**src/rtl/fetch.sv**
```systemverilog
// fetch: instruction-fetch stage plus IF/ID pipeline register.
//
// Owns the architectural fetch PC and issues word fetches to instruction
// memory over a req/ack handshake. Fetched words are registered together
// with PC+4 into the IF/ID register for decode. The stage takes decode's
// branch/jump redirect and the hazard unit's stall.
//
// Ports
//   clock_f       in   1   clock, rising edge
//   reset_n_f     in   1   asynchronous active-low reset
//   stall_f       in   1   freeze PC and IF/ID
//   pc_src_f      in   2   00 seq, 01 branch, 10 jump, 11 treated as seq
//   pc_branch_f   in   32  branch target
//   pc_jump_f     in   32  jump target
//   imem_rdata_f  in   32  instruction word, valid while imem_ack_f=1
//   imem_ack_f    in   1   memory accepts the request and returns data
//   imem_req_f    out  1   fetch request
//   imem_addr_f   out  32  fetch address, word aligned
//   pc_f          out  32  architectural fetch PC
//   inst_d_f      out  32  IF/ID instruction
//   pc_plus4_d_f  out  32  IF/ID PC+4
//   valid_d_f     out  1   IF/ID holds a real instruction
module fetch #(
  parameter logic [31:0] RESET_PC = 32'h0000_0000,
  parameter logic [31:0] NOP_INST = 32'h0000_0000
) (
  input  logic        clock_f,
  input  logic        reset_n_f,
  input  logic        stall_f,
  input  logic [1:0]  pc_src_f,
  input  logic [31:0] pc_branch_f,
  input  logic [31:0] pc_jump_f,
  input  logic [31:0] imem_rdata_f,
  input  logic        imem_ack_f,
  output logic        imem_req_f,
  output logic [31:0] imem_addr_f,
  output logic [31:0] pc_f,
  output logic [31:0] inst_d_f,
  output logic [31:0] pc_plus4_d_f,
  output logic        valid_d_f
);

  // HOLD: a word arrived while stalled and waits in hold_buf.
  // DISCARD: a redirect happened with a request still outstanding; the
  // response to the old address must be swallowed.
  typedef enum logic [1:0] {
    FETCH   = 2'd0,
    HOLD    = 2'd1,
    DISCARD = 2'd2
  } state_t;

  state_t      state, state_nx;
  logic [31:0] hold_buf, hold_buf_nx;
  logic [31:0] pc_nx, addr_nx, inst_nx, pc4_nx;
  logic        valid_nx, req_nx;
  logic        redirect, ack;
  logic [31:0] target, pc_inc;

  // Next-state and next-register computation for the fetch FSM.
  always_comb begin
    state_nx    = state;
    hold_buf_nx = hold_buf;
    pc_nx       = pc_f;
    addr_nx     = imem_addr_f;
    inst_nx     = inst_d_f;
    pc4_nx      = pc_plus4_d_f;
    valid_nx    = valid_d_f;

    redirect = ((pc_src_f == 2'b01) || (pc_src_f == 2'b10)) && !stall_f;
    if (pc_src_f == 2'b01) begin
      target = {pc_branch_f[31:2], 2'b00};
    end else begin
      target = {pc_jump_f[31:2], 2'b00};
    end
    // An ack only counts against a request we are actually making.
    ack    = imem_ack_f && imem_req_f;
    pc_inc = pc_f + 32'd4;

    case (state)
      FETCH: begin
        if (ack) begin
          if (redirect) begin
            pc_nx    = target;
            addr_nx  = target;
            inst_nx  = NOP_INST;
            valid_nx = 1'b0;
          end else if (stall_f) begin
            hold_buf_nx = imem_rdata_f;
            state_nx    = HOLD;
          end else begin
            inst_nx  = imem_rdata_f;
            pc4_nx   = pc_inc;
            valid_nx = 1'b1;
            pc_nx    = pc_inc;
            addr_nx  = pc_inc;
          end
        end else begin
          if (redirect) begin
            pc_nx    = target;
            inst_nx  = NOP_INST;
            valid_nx = 1'b0;
            // Only the very first cycle after reset has no request in flight;
            // then the new target can be requested directly.
            if (imem_req_f) begin
              state_nx = DISCARD;
            end else begin
              addr_nx = target;
            end
          end else if (stall_f) begin
            state_nx = FETCH;
          end else begin
            inst_nx  = NOP_INST;
            valid_nx = 1'b0;
          end
        end
      end
      HOLD: begin
        if (stall_f) begin
          state_nx = HOLD;
        end else if (redirect) begin
          pc_nx    = target;
          addr_nx  = target;
          inst_nx  = NOP_INST;
          valid_nx = 1'b0;
          state_nx = FETCH;
        end else begin
          inst_nx  = hold_buf;
          pc4_nx   = pc_inc;
          valid_nx = 1'b1;
          pc_nx    = pc_inc;
          addr_nx  = pc_inc;
          state_nx = FETCH;
        end
      end
      DISCARD: begin
        if (!stall_f) begin
          inst_nx  = NOP_INST;
          valid_nx = 1'b0;
        end else begin
          valid_nx = valid_d_f;
        end
        if (redirect) begin
          pc_nx = target;
        end else begin
          pc_nx = pc_f;
        end
        // The stale response is dropped; request the (possibly new) PC next.
        if (ack) begin
          addr_nx  = pc_nx;
          state_nx = FETCH;
        end else begin
          state_nx = DISCARD;
        end
      end
      default: begin
        state_nx = FETCH;
      end
    endcase

    req_nx = (state_nx != HOLD);
  end

  // State, PC, request and IF/ID registers.
  always_ff @(posedge clock_f or negedge reset_n_f) begin
    if (!reset_n_f) begin
      state        <= FETCH;
      hold_buf     <= 32'h0000_0000;
      pc_f         <= RESET_PC;
      imem_addr_f  <= RESET_PC;
      imem_req_f   <= 1'b0;
      inst_d_f     <= NOP_INST;
      pc_plus4_d_f <= 32'h0000_0000;
      valid_d_f    <= 1'b0;
    end else begin
      state        <= state_nx;
      hold_buf     <= hold_buf_nx;
      pc_f         <= pc_nx;
      imem_addr_f  <= addr_nx;
      imem_req_f   <= req_nx;
      inst_d_f     <= inst_nx;
      pc_plus4_d_f <= pc4_nx;
      valid_d_f    <= valid_nx;
    end
  end

endmodule

```
**config.mk**
```make
export PLATFORM = sky130hd
export DESIGN_NAME = fetch
export DESIGN_NICKNAME = d
export VERILOG_FILES = /design/src/rtl/fetch.sv
export SDC_FILE = /design/constraint.sdc
export NUM_CORES = 1
export LEC_CHECK = 0
export ABC_CLOCK_PERIOD_IN_PS = 3100
export CORE_UTILIZATION = 45
export DETAILED_ROUTE_END_ITERATION = 10
export PLACE_DENSITY_LB_ADDON = 0.2
export SYNTH_ARGS = -nofsm -noshare
export SYNTH_HDL_FRONTEND = slang
export SYNTH_SLANG_ARGS = --single-unit
```
**constraint.sdc**
```tcl
create_clock -name clock_f -period 3.1 [get_ports clock_f]
set_input_delay 0.31 -clock clock_f [delete_from_list [all_inputs] [get_ports clock_f]]
set_output_delay 0.31 -clock clock_f [all_outputs]
set_load 0.05 [all_outputs]
```
# Yosys cells after proc, flatten, opt, wreduce, memory -nomap -nowiden
# Index checks and enable logic that the tools add are counted.
# totals
ff_bits	164
inputBits	102
out_inout_bits	130
# op_classes
n_addsub	1
eq_ne	15
muxes	43
bitwise_logic	1
n_reduce_logical	11
# ops
operator	n
two-way mux 32 bit	22
one-hot mux 32 bit (3 select lines)	3
one-hot mux 32 bit (2 select lines)	1
adder 32 x 3 -> 32 bit (second input constant)	1
two-way mux 2 bit	7
inequality test 2 bit (second input constant)	6
AND reduction 6 bit	2
inequality test 3 bit (second input constant)	3
two-way mux 1 bit	8
one-hot mux 2 bit (3 select lines)	1
== test 2 x 1 -> 1 bit (second input constant)	2
== test 2 bit (second input constant)	2
inequality test 4 bit (second input constant)	1
AND reduction 4 bit	1
one-hot mux 1 bit (3 select lines)	1
AND reduction 3 bit	1
nonzero test 3 bit	1
logical AND 1 bit	2
zero test 2 bit	1
inequality test 2 x 1 -> 1 bit (second input constant)	1
nonzero test 2 bit	1
zero test 1 bit	1
logical OR 1 bit	1
NOT 1 bit	1

# Logic depth before layout (Yosys ltp)
# Gate-level depths: netlist of run 1.
# depth
word_depth	7
mapped_depth	11

# Worst setup path before layout of run 1
# Ideal clock, no wire load.
# synth_timing
path_kind	register to register
startpoint	reg pc_f[23]
endpoint	reg pc_f[28]
arrival_time_ns	2.529
setup_slack_ns	0.494
stages_incl_launch_ff	8
path_buffers	1
cell_sequence	dfrtp_1 buf_2 nand4_1 or4_4 or4_4 a221oi_2 a211oi_1 o21ai_1
# synth_via
elab_chain_len	5
word_cells_on_any_way	7
classes_between	add/sub (1); mux (6)
# synth_rtl
element	line	rtl
start: declaration	37	output logic [31:0] pc_f,
start signal: assignment	177	pc_f <= pc_nx;
adder 32 x 3 -> 32 bit (*)	77	pc_inc = pc_f + 32'd4;
two-way mux 32 bit	87	end else if (stall_f) begin
two-way mux 32 bit	82	if (redirect) begin
two-way mux 32 bit	81	if (ack) begin
one-hot mux 32 bit (3 select lines) (*)	79	case (state)
# Every way passes the cells marked *; elsewhere a longest branch is shown, timed or not. The select of a mux whose other input is x is not followed.
# A chain may end at the register's enable or synchronous reset.

# Final worst setup path of run 1
# layout_timing
startpoint	reg state[0]
endpoint	reg inst_d_f[30]
# layout_via
elab_chain_len	3
word_cells_on_any_way	8
classes_between	eq/ne (4); mux (1); reduce/logical (3)
# layout_rtl
element	line	rtl
start: declaration	52	state_t state, state_nx;
start signal: assignment	175	state <= state_nx;
zero test 2 bit, or another cell as far along	79	
inequality test 4 bit (no line), or another cell as far along	n/a	
AND reduction 3 bit (no line)	n/a	
end signal: assignment	180	inst_d_f <= inst_nx;
end: declaration	38	output logic [31:0] inst_d_f,
# Parallel ways exist; a longest one is shown, timed or not.

==> impl_metrics.toml, run 1 <==
[flow_run]
maxCapViolCount = 0

[yosys]
ys_ff_latch = 164
synth-simple-area-share_pct = 15.1
synth_warnings = 0
syn_avg_cell_area_um2 = 9.21
synth_compound_area_share_pct = 22.2
synthMuxAreaShare_pct = 8.78
yosysUniqueCellTypes = 65
ys.flop_type = "dfrtp_1"
syn-cell-area_um2 = 8810
synth_edf_count = 0
synthAdderAreaFrac_pct = 0.852
async_flop_share_pct = 100
synth_nets = 1065
synth_xor_area_share_pct = 2.39
synth_top_family_by_area = "compound AO/OA/AOI/OAI gates"
synth-seq-area-share_pct = 46.6
synthCells = 957

[clock_network]
h-tree-depth = 4
cts_sinks = 164
numCtsBuffers = 17
clk_latency_ns = 0.43
clockBufferDepth = 2
cts_tree = "done"
cts_resized = 0
path_clk_slew_ns = 0.07
cts_root_buffer = "clkbuf_16"

[critical_path]
path_class = "register to register"
end_kind = "register"
rrSetupSlack_ns = 0.34
r2r-end = "inst_d_f[30]$_DFFE_PN0P_"
critPathArrivalTime_ns = 3.11
r2r-start = "state[0]$_DFF_PN0_"
reg2reg_depth = 9
start_kind = "register"
critical_path.max_fanout = 20
crit_required_ns = 3.45

[global_routing]
gr-usage-all-layers_pct = 29.6
busiest_layer = "met2"
grt_util_met3_pct = 8.40
grt_pass1_vias = 8271
grt_max_degree = 76
antenna_found_initial = 0
met1_usage_pct = 37.7
overflow = 0
grt.met2_usage_pct = 47.2
grt_pass1_wl_um = 45700

[floorplanning]
num_io_pins = 232
die_w_um = 142
dieArea_um2 = 20100
start_util_pct = 46.5
core_area_um2 = 19000
num_rows = 50
die_h_um = 142

[timing]
finalHoldViolCount = 0
fmax_mhz = 362
slew_headroom_pct = 33.0
tns_ns = 0
setup_viol = 0
min_period_ns = 2.76
drv_slew = 0
fin_skew_ns = 0.0112
tightest_slew_ns = 0.995
setup_slack_ns = 0.336
grt_setup_unrepaired = "false"
min_period_over_period_pct = 89.2

[routing]
routedWlPerCell_um = 20.1
totalWireLength_um = 29000
first_iter_violations = 950
vias = 8624
post-route-drc-count = 0
first_pass_iters = 8
final_antenna_net_count = 0
vias_per_cell = 5.97

[pwr]
ir_drop_mv = 0.639
power.leakage_nw = 4.86
p_per_area_nw_per_um2 = 1250

[placement]
placed_cells = 1412
place.gp.congestion = 0.972
dp_hpwl_um = 20600
placement.io_buffers = 227
post-place-ws_ns = 0.340

[finish]
nets = 1280
final_cell_mix = "226 x clkdlybuf4s50_1, 164 x dfrtp_1, 101 x nand2_1"
area_growth_syn_to_layout_pct = 37.6
final_common_cell = "clkdlybuf4s50_1"
diodes = 0
finalNonFillerCells = 1445
drive_gt1_share_pct = 13.3

[outcome]
status = "finished, final reports clean"

[min_path]
worst_hold_path_type = "input pin to async pin"
-- metrics by stage --
stage | power, mW | utilization (%) | cell area, um^2 | hold WS, ns
after floorplan | 9.58 | - | 8810 | 0.0144
after global placement | 12.8 | 60.7 | 11500 | 0.397
after detailed placement | 12.9 | 60.7 | 11500 | 0.392
after CTS | 15.1 | 64.0 | 12100 | 0.485
after global routing | 15.9 | 64.0 | 12100 | 0.505
final | 15.1 | 64.0 | 12100 | 0.463
-- sequential cells by signal (all words and copies together), names as in the netlist --
name and cells:
hold_buf 32, imem_addr_f 32, imem_req_f 1, inst_d_f 32, pc_f 32, pc_plus4_d_f 32, state 2, valid_d_f 1
-- synthesized netlist by cell type (8+ instances only) --
cell type,number,area (um^2)
dfrtp_1,164,4100
nand2_1,101,379
o21ai_0,94,470
nor2_1,92,345
a21oi_1,77,385
clkbuf_1,65,244
mux2_2,58,653
a22oi_1,39,293
nand3_1,23,115
a31oi_1,16,100
nand4_1,13,81.3
xor2_1,13,114
mux2i_1,12,120
nor3_1,11,55.1
xnor2_1,11,96.3
inv_1,9,33.8
o31ai_1,9,67.6
and3_1,8,50.1
buf_2,8,40.0
-- per-layer routing --
| layer | part of all wire [%] | vias to the layer above |
|---|---|---|
| met3 | 9.4 | 87 |
| met1 | 40 | 4141 |
| met5 | 0 | - |
| li1 | - | 3927 |
| met2 | 47 | 469 |
| met4 | 3.4 | 0 |
-- final cells by class --
| type | count | area, um^2 |
|---|---|---|
| fillers | 1585 | 6830 |
| multi-input cells | 702 | 4370 |
| flip-flops and latches | 164 | 4100 |
| repair buffers | 278 | 2680 |
| clock buffers | 18 | 439 |
| well taps | 260 | 325 |
| clock inverters | 14 | 164 |
| inverters | 9 | 33.8 |
-- report_power, final --
part / switching, mW / internal [mW] / total (mW)
Clock: 1.02 / 1.11 / 2.13
Combinational: 6.01 / 3.07 / 9.08
Sequential: 0.767 / 3.14 / 3.91
Total: 7.79 / 7.32 / 15.1
-- worst max-delay path, cell delays in order, from the launching register on --
cell     delay [ns]
dfrtp_1        0.40
inv_1          0.08
ha_1           0.44
or3b_2         0.42
a21oi_1        0.10
and2_1         0.19
a21oi_2        0.51
buf_4          0.38
nand2_1        0.08
o21ai_0        0.08
-- cells by family (layout without fill, tap and decap cells) --
family | after synthesis | count (layout)
AO/OA/AOI/OAI | 314 | 314
multiplexers | 70 | 70
AND/OR/NAND/NOR | 288 | 288
buffers and inverters | 91 | 319
XOR/XNOR | 24 | 24
flip-flops | 164 | 164
adder cells (fa/ha/maj) | 6 | 6
-- how the worst max path moves through the flow --
stage	start	to	slack [ns]	cells past startpoint
finish	state[0]$_DFF_PN0_	inst_d_f[30]$_DFFE_PN0P_	0.34	9
global route	state[0]$_DFF_PN0_	inst_d_f[31]$_DFFE_PN0P_	0.07	9
detailed placement	pc_src_f[1]	imem_addr_f[31]$_DFFE_PN0P_	0.34	9
global placement	pc_src_f[1]	imem_addr_f[31]$_DFFE_PN0P_	0.41	9
floorplan	pc_f[23]$_DFFE_PN0P_	pc_f[28]$_DFFE_PN0P_	0.49	7
CTS	state[0]$_DFF_PN0_	inst_d_f[29]$_DFFE_PN0P_	0.37	9
-- what timing repair did --
item,4_1_cts,5_1_grt
endpoints found under the hold margin,73,0
hold buffers,1,0
buffers inserted,0,0
No activity file was read; power rests on OpenSTA's default activity.
==> inputs of run 2 (changes only) <==
GPL_TIMING_DRIVEN = 0   (was not set)
==> run 2 against run 1 <==
Net effect: hold slack got worse by 0.092 ns; maximum frequency is 7.9% lower; non-clock buffer count up 32; critical path type is now input pin to register; largest cell class unchanged.
==> impl_metrics.toml, run 2 (same netlist as run 1, synthesis figures left out) <==
[floorplanning]
start_util_pct = 46.5
die_w_um = 142
core_area_um2 = 19000
dieArea_um2 = 20100
die_h_um = 142
num_rows = 50
num_io_pins = 232

[timing]
min_period_ns = 3.00
fmax_mhz = 333
finalHoldViolCount = 0
grt_setup_unrepaired = "false"
tns_ns = 0
fin_skew_ns = 0.0105
min_period_over_period_pct = 96.9
drv_slew = 0
slew_headroom_pct = 30.2
fin_hold_ws_ns = 0.371
setup_viol = 0
tightest_slew_ns = 1.04
setup_slack_ns = 0.0972

[pwr]
power_frac_seq_pct = 24.8
p_int_mw = 7.45
p_per_area_nw_per_um2 = 1280
ir_drop_mv = 0.654
power.leakage_nw = 4.82
power_frac_comb_pct = 59.7
pwr-share-clk_pct = 15.5
total_power_mw = 15.5
power_switching_mw = 8.06
p_sw_share_pct = 52.0

[global_routing]
grt_util_met3_pct = 6.92
grt_max_degree = 103
gr-usage-all-layers_pct = 33.1
grt.met2_usage_pct = 52.5
antenna_found_initial = 0
met1_usage_pct = 43.4
grt_pass1_vias = 8465
grt_pass1_wl_um = 49300
overflow = 0
busiest_layer = "met2"

[routing]
post-route-drc-count = 0
vias = 8872
first_pass_iters = 6
vias_per_cell = 6.01
final_antenna_net_count = 0
totalWireLength_um = 32900
first_iter_violations = 960
routedWlPerCell_um = 22.3

[finish]
nets = 1312
drive_gt1_share_pct = 10.8
diodes = 0
area_growth_syn_to_layout_pct = 38.0
final_common_cell = "clkdlybuf4s50_1"
final_core_util_pct = 64.1
fillCellCount = 1621
final_cell_mix = "226 x clkdlybuf4s50_1, 163 x dfrtp_1, 101 x nand2_1"
register_area_um2 = 4110
multi_input_area_um2 = 4370

[clock_network]
cts_root_buffer = "clkbuf_16"
clockBufferDepth = 2
post_cts_buffers = 0
path_clk_slew_ns = 0.07
numCtsBuffers = 17
h-tree-depth = 4
cts_tree = "done"
cts_sinks = 164
clk_latency_ns = 0.44

[min_path]
worst_hold_path_type = "input pin to async pin"

[flow_run]
maxCapViolCount = 0

[critical_path]
rrSetupSlack_ns = 0.12
start_kind = "input pin"
end_kind = "register"
critPathArrivalTime_ns = 3.32
crit_required_ns = 3.42
critical_path.max_fanout = 10
path_class = "input pin to register"

[placement]
post-place-ws_ns = -0.692
placement.io_buffers = 227
place.gp.congestion = 0.971
dp_hpwl_um = 23700

[outcome]
status = "finished, final reports clean"
run 2: cell count changes in the layout (fill, tap and decap cells not counted), moves of 4 or more:
cell	change
clkbuf_1	+54
buf_4	-46
clkbuf_2	+12
buf_2	+7
buf_1	+4
bufinv_16	+4
run 2: area by class of cell:
class	instances	share of cell area, %
multi-input cells	702	35.9
flip-flops and latches	164	33.8
repair buffers	229	19.0
clock buffers	17	3.50
plain buffers	81	2.85
well taps	260	2.68
clock inverters	15	1.96
inverters	9	0.278
run 2: path summary, 6_finish.rpt:
path	from	end	depth (start not counted)
worst min-delay path	reset_n_f	pc_plus4_d_f[23]$_DFFE_PN0P_	2
worst max-delay path	pc_src_f[1]	imem_addr_f[9]$_DFFE_PN0P_	10
min in group clock_f	inst_d_f[14]$_DFFE_PN0P_	inst_d_f[14]$_DFFE_PN0P_	2
worst min register to register	inst_d_f[14]$_DFFE_PN0P_	inst_d_f[14]$_DFFE_PN0P_	2
worst max register to register	pc_f[3]$_DFFE_PN0P_	imem_addr_f[16]$_DFFE_PN0P_	9
max in group asynchronous	reset_n_f	pc_f[10]$_DFFE_PN0P_	3
run 2: stage by stage:
stage | cell area [um^2] | instances
floorplan | 8810 | 957
finish | 12200 | 1477
global route | 12200 | 1477
CTS | 12100 | 1477
detailed placement | 11400 | 1445
global placement | 11400 | 1444
run 2: power groups by stage:
stage          sequential (mW)  combinational (mW)  clock [mW]
4_1_cts                   3.83                9.13        2.42
6_report                  3.84                9.26        2.41
3_5_place_dp              3.86                9.09           0
2_1_floorplan             6.31                3.27           0
5_1_grt                   3.96                9.74        2.50
3_3_place_gp              3.85                9.01           0
run 2: what timing repair did:
item                       CTS  global route
hold buffers                 1             0
setup endpoints to repair   34            42
resized for setup            5            24
hold endpoints to repair    62             0
run 2: routing by layer:
layer / routed length (um) / share of wire (%) / vias up
met3: 3010 / 9.1 / 82
met1: 13200 / 40 / 4266
met2: 15300 / 46 / 533
met4: 1380 / 4.2 / 0
met5: 0 / 0 / -
li1: - / - / 3991
run 2: critical path, cell delays in order:
cell	delay, ns
clkdlybuf4s50_1	0.46
inv_1	0.04
ha_1	0.36
o31a_1	0.30
o21ai_0	0.21
and3b_1	0.27
clkbuf_1	0.50
buf_1	0.56
nand2_1	0.11
o22a_1	0.18
==> inputs of run 3 (changes only) <==
ABC_CLOCK_PERIOD_IN_PS = 3400   (was 3100)
clock period = 3.4 ns   (was 3.1 ns; I/O delays follow)
==> run 3 against run 2 <==
Net effect: wire length barely moved; first-iteration DRC count fell by 5.8%; largest cell class unchanged; sequential share of layout area rose by 0.098 points; critical endpoint is now pc_f[8]$_DFFE_PN0P_; critical path depth did not move; register-to-register slack got worse by 0.02 ns; combinational power fell by 9.0%; total power fell by 8.9%.
==> impl_metrics.toml, run 3 (same netlist as run 1, synthesis figures left out) <==
[timing]
setup_viol = 0
fin_skew_ns = 0.00948
min_period_ns = 3.30
fmax_mhz = 303
slew_headroom_pct = 21.0
tightest_slew_ns = 1.18
min_period_over_period_pct = 97.0
drv_slew = 0
grt_setup_unrepaired = "false"
finalHoldViolCount = 0

[floorplanning]
start_util_pct = 46.5
num_rows = 50
num_io_pins = 232
die_w_um = 142
dieArea_um2 = 20100
die_h_um = 142
core_area_um2 = 19000

[clock_network]
clk_latency_ns = 0.43
clockBufferDepth = 2
h-tree-depth = 4
cts_tree = "done"
post_cts_buffers = 0
numCtsBuffers = 17
path_clk_slew_ns = 0.07
cts_sinks = 164
cts_root_buffer = "clkbuf_16"

[critical_path]
r2r-start = "state[0]$_DFF_PN0_"
path_class = "register to register"
start_kind = "register"
r2r-end = "pc_f[8]$_DFFE_PN0P_"
critical_path.max_fanout = 10
critPathArrivalTime_ns = 3.65
end_kind = "register"
crit_required_ns = 3.75
rrSetupSlack_ns = 0.10
reg2reg_depth = 10

[routing]
final_antenna_net_count = 0
totalWireLength_um = 32900
first_iter_violations = 904
first_pass_iters = 5
post-route-drc-count = 0
vias = 8875
vias_per_cell = 6.00
routedWlPerCell_um = 22.2

[global_routing]
antenna_found_initial = 0
gr-usage-all-layers_pct = 33.1
grt_pass1_vias = 8472
overflow = 0
grt_pass1_wl_um = 49300
busiest_layer = "met2"
met1_usage_pct = 43.3
grt_util_met3_pct = 6.99
grt.met2_usage_pct = 52.7
grt_max_degree = 103

[placement]
placement.io_buffers = 227
placed_cells = 1445
place.gp.congestion = 0.971
dp_hpwl_um = 23700

[outcome]
status = "finished, final reports clean"

[finish]
area_growth_syn_to_layout_pct = 37.5
final_common_cell = "clkdlybuf4s50_1"
diodes = 0
finalNonFillerCells = 1478
final_cell_mix = "226 x clkdlybuf4s50_1, 164 x dfrtp_1, 101 x nand2_1"
nets = 1313
drive_gt1_share_pct = 9.44

[pwr]
total_power_mw = 14.1
p_per_area_nw_per_um2 = 1170
ir_drop_mv = 0.597
power.leakage_nw = 4.79

[min_path]
worst_hold_path_type = "input pin to async pin"

[flow_run]
maxCapViolCount = 0
-- run 3: worst max path at each step --
| stage | start | end | slack [ns] | depth (start not counted) |
|---|---|---|---|---|
| after floorplan | pc_f[23]$_DFFE_PN0P_ | pc_f[28]$_DFFE_PN0P_ | 0.79 | 7 |
| after global placement | reset_n_f | hold_buf[20]$_DFFE_PN0P_ | -4.89 | 1 |
| after detailed placement | pc_src_f[0] | imem_addr_f[28]$_DFFE_PN0P_ | -0.42 | 8 |
| after CTS | pc_src_f[0] | imem_addr_f[28]$_DFFE_PN0P_ | 0.05 | 8 |
| after global routing | state[0]$_DFF_PN0_ | imem_addr_f[19]$_DFFE_PN0P_ | 0.04 | 10 |
| final | state[0]$_DFF_PN0_ | pc_f[8]$_DFFE_PN0P_ | 0.10 | 10 |
-- run 3: report_power, final --
group / switching [mW] / internal [mW]
Combinational: 5.79 / 2.64
Clock: 0.924 / 1.27
Sequential: 0.637 / 2.87
-- run 3: what timing repair did --
item                       in CTS  in global routing
gates resized for setup         0                  7
hold buffers                    1                  0
hold endpoints to repair       62                  0
setup endpoints to repair       0                 17
-- run 3: metrics by stage --
stage | TNS (ns) | util [%] | cell area [um^2] | hold slack [ns] | setup slack (ns)
6_report | 0 | 63.9 | 12100 | 0.426 | 0.101
5_1_grt | 0 | 63.9 | 12100 | 0.456 | 0.0394
4_1_cts | 0 | 63.9 | 12100 | 0.450 | 0.0454
3_5_place_dp | -5.65 | 60.3 | 11400 | 0.308 | -0.422
3_3_place_gp | -802.77 | 60.2 | 11400 | 0.460 | -4.89
2_1_floorplan | 0 | - | 8810 | 0.0444 | 0.794
-- run 3: per-layer routing --
layer  wire (um)  vias up
met2       15300      494
met5           0        -
li1            -     3993
met3        2790       73
met4        1230        0
met1       13600     4315
-- run 3: critical path, stage by stage, from the launching register on --
cell      delay, ns
dfrtp_1        0.41
inv_1          0.08
ha_1           0.33
clkbuf_1       0.23
inv_1          0.12
nand2_1        0.09
clkbuf_2       0.29
o21ai_1        0.65
clkbuf_1       0.70
a22oi_1        0.20
o21ai_0        0.12
-- run 3: layout make-up --
type                    instances  area, um^2
clock buffers                  17         425
plain buffers                  82         329
repair buffers                229        2310
flip-flops and latches        164        4100
well taps                     260         325
fillers                      1629        6840
inverters                       9        33.8
clock inverters                15         238
multi-input cells             702        4350
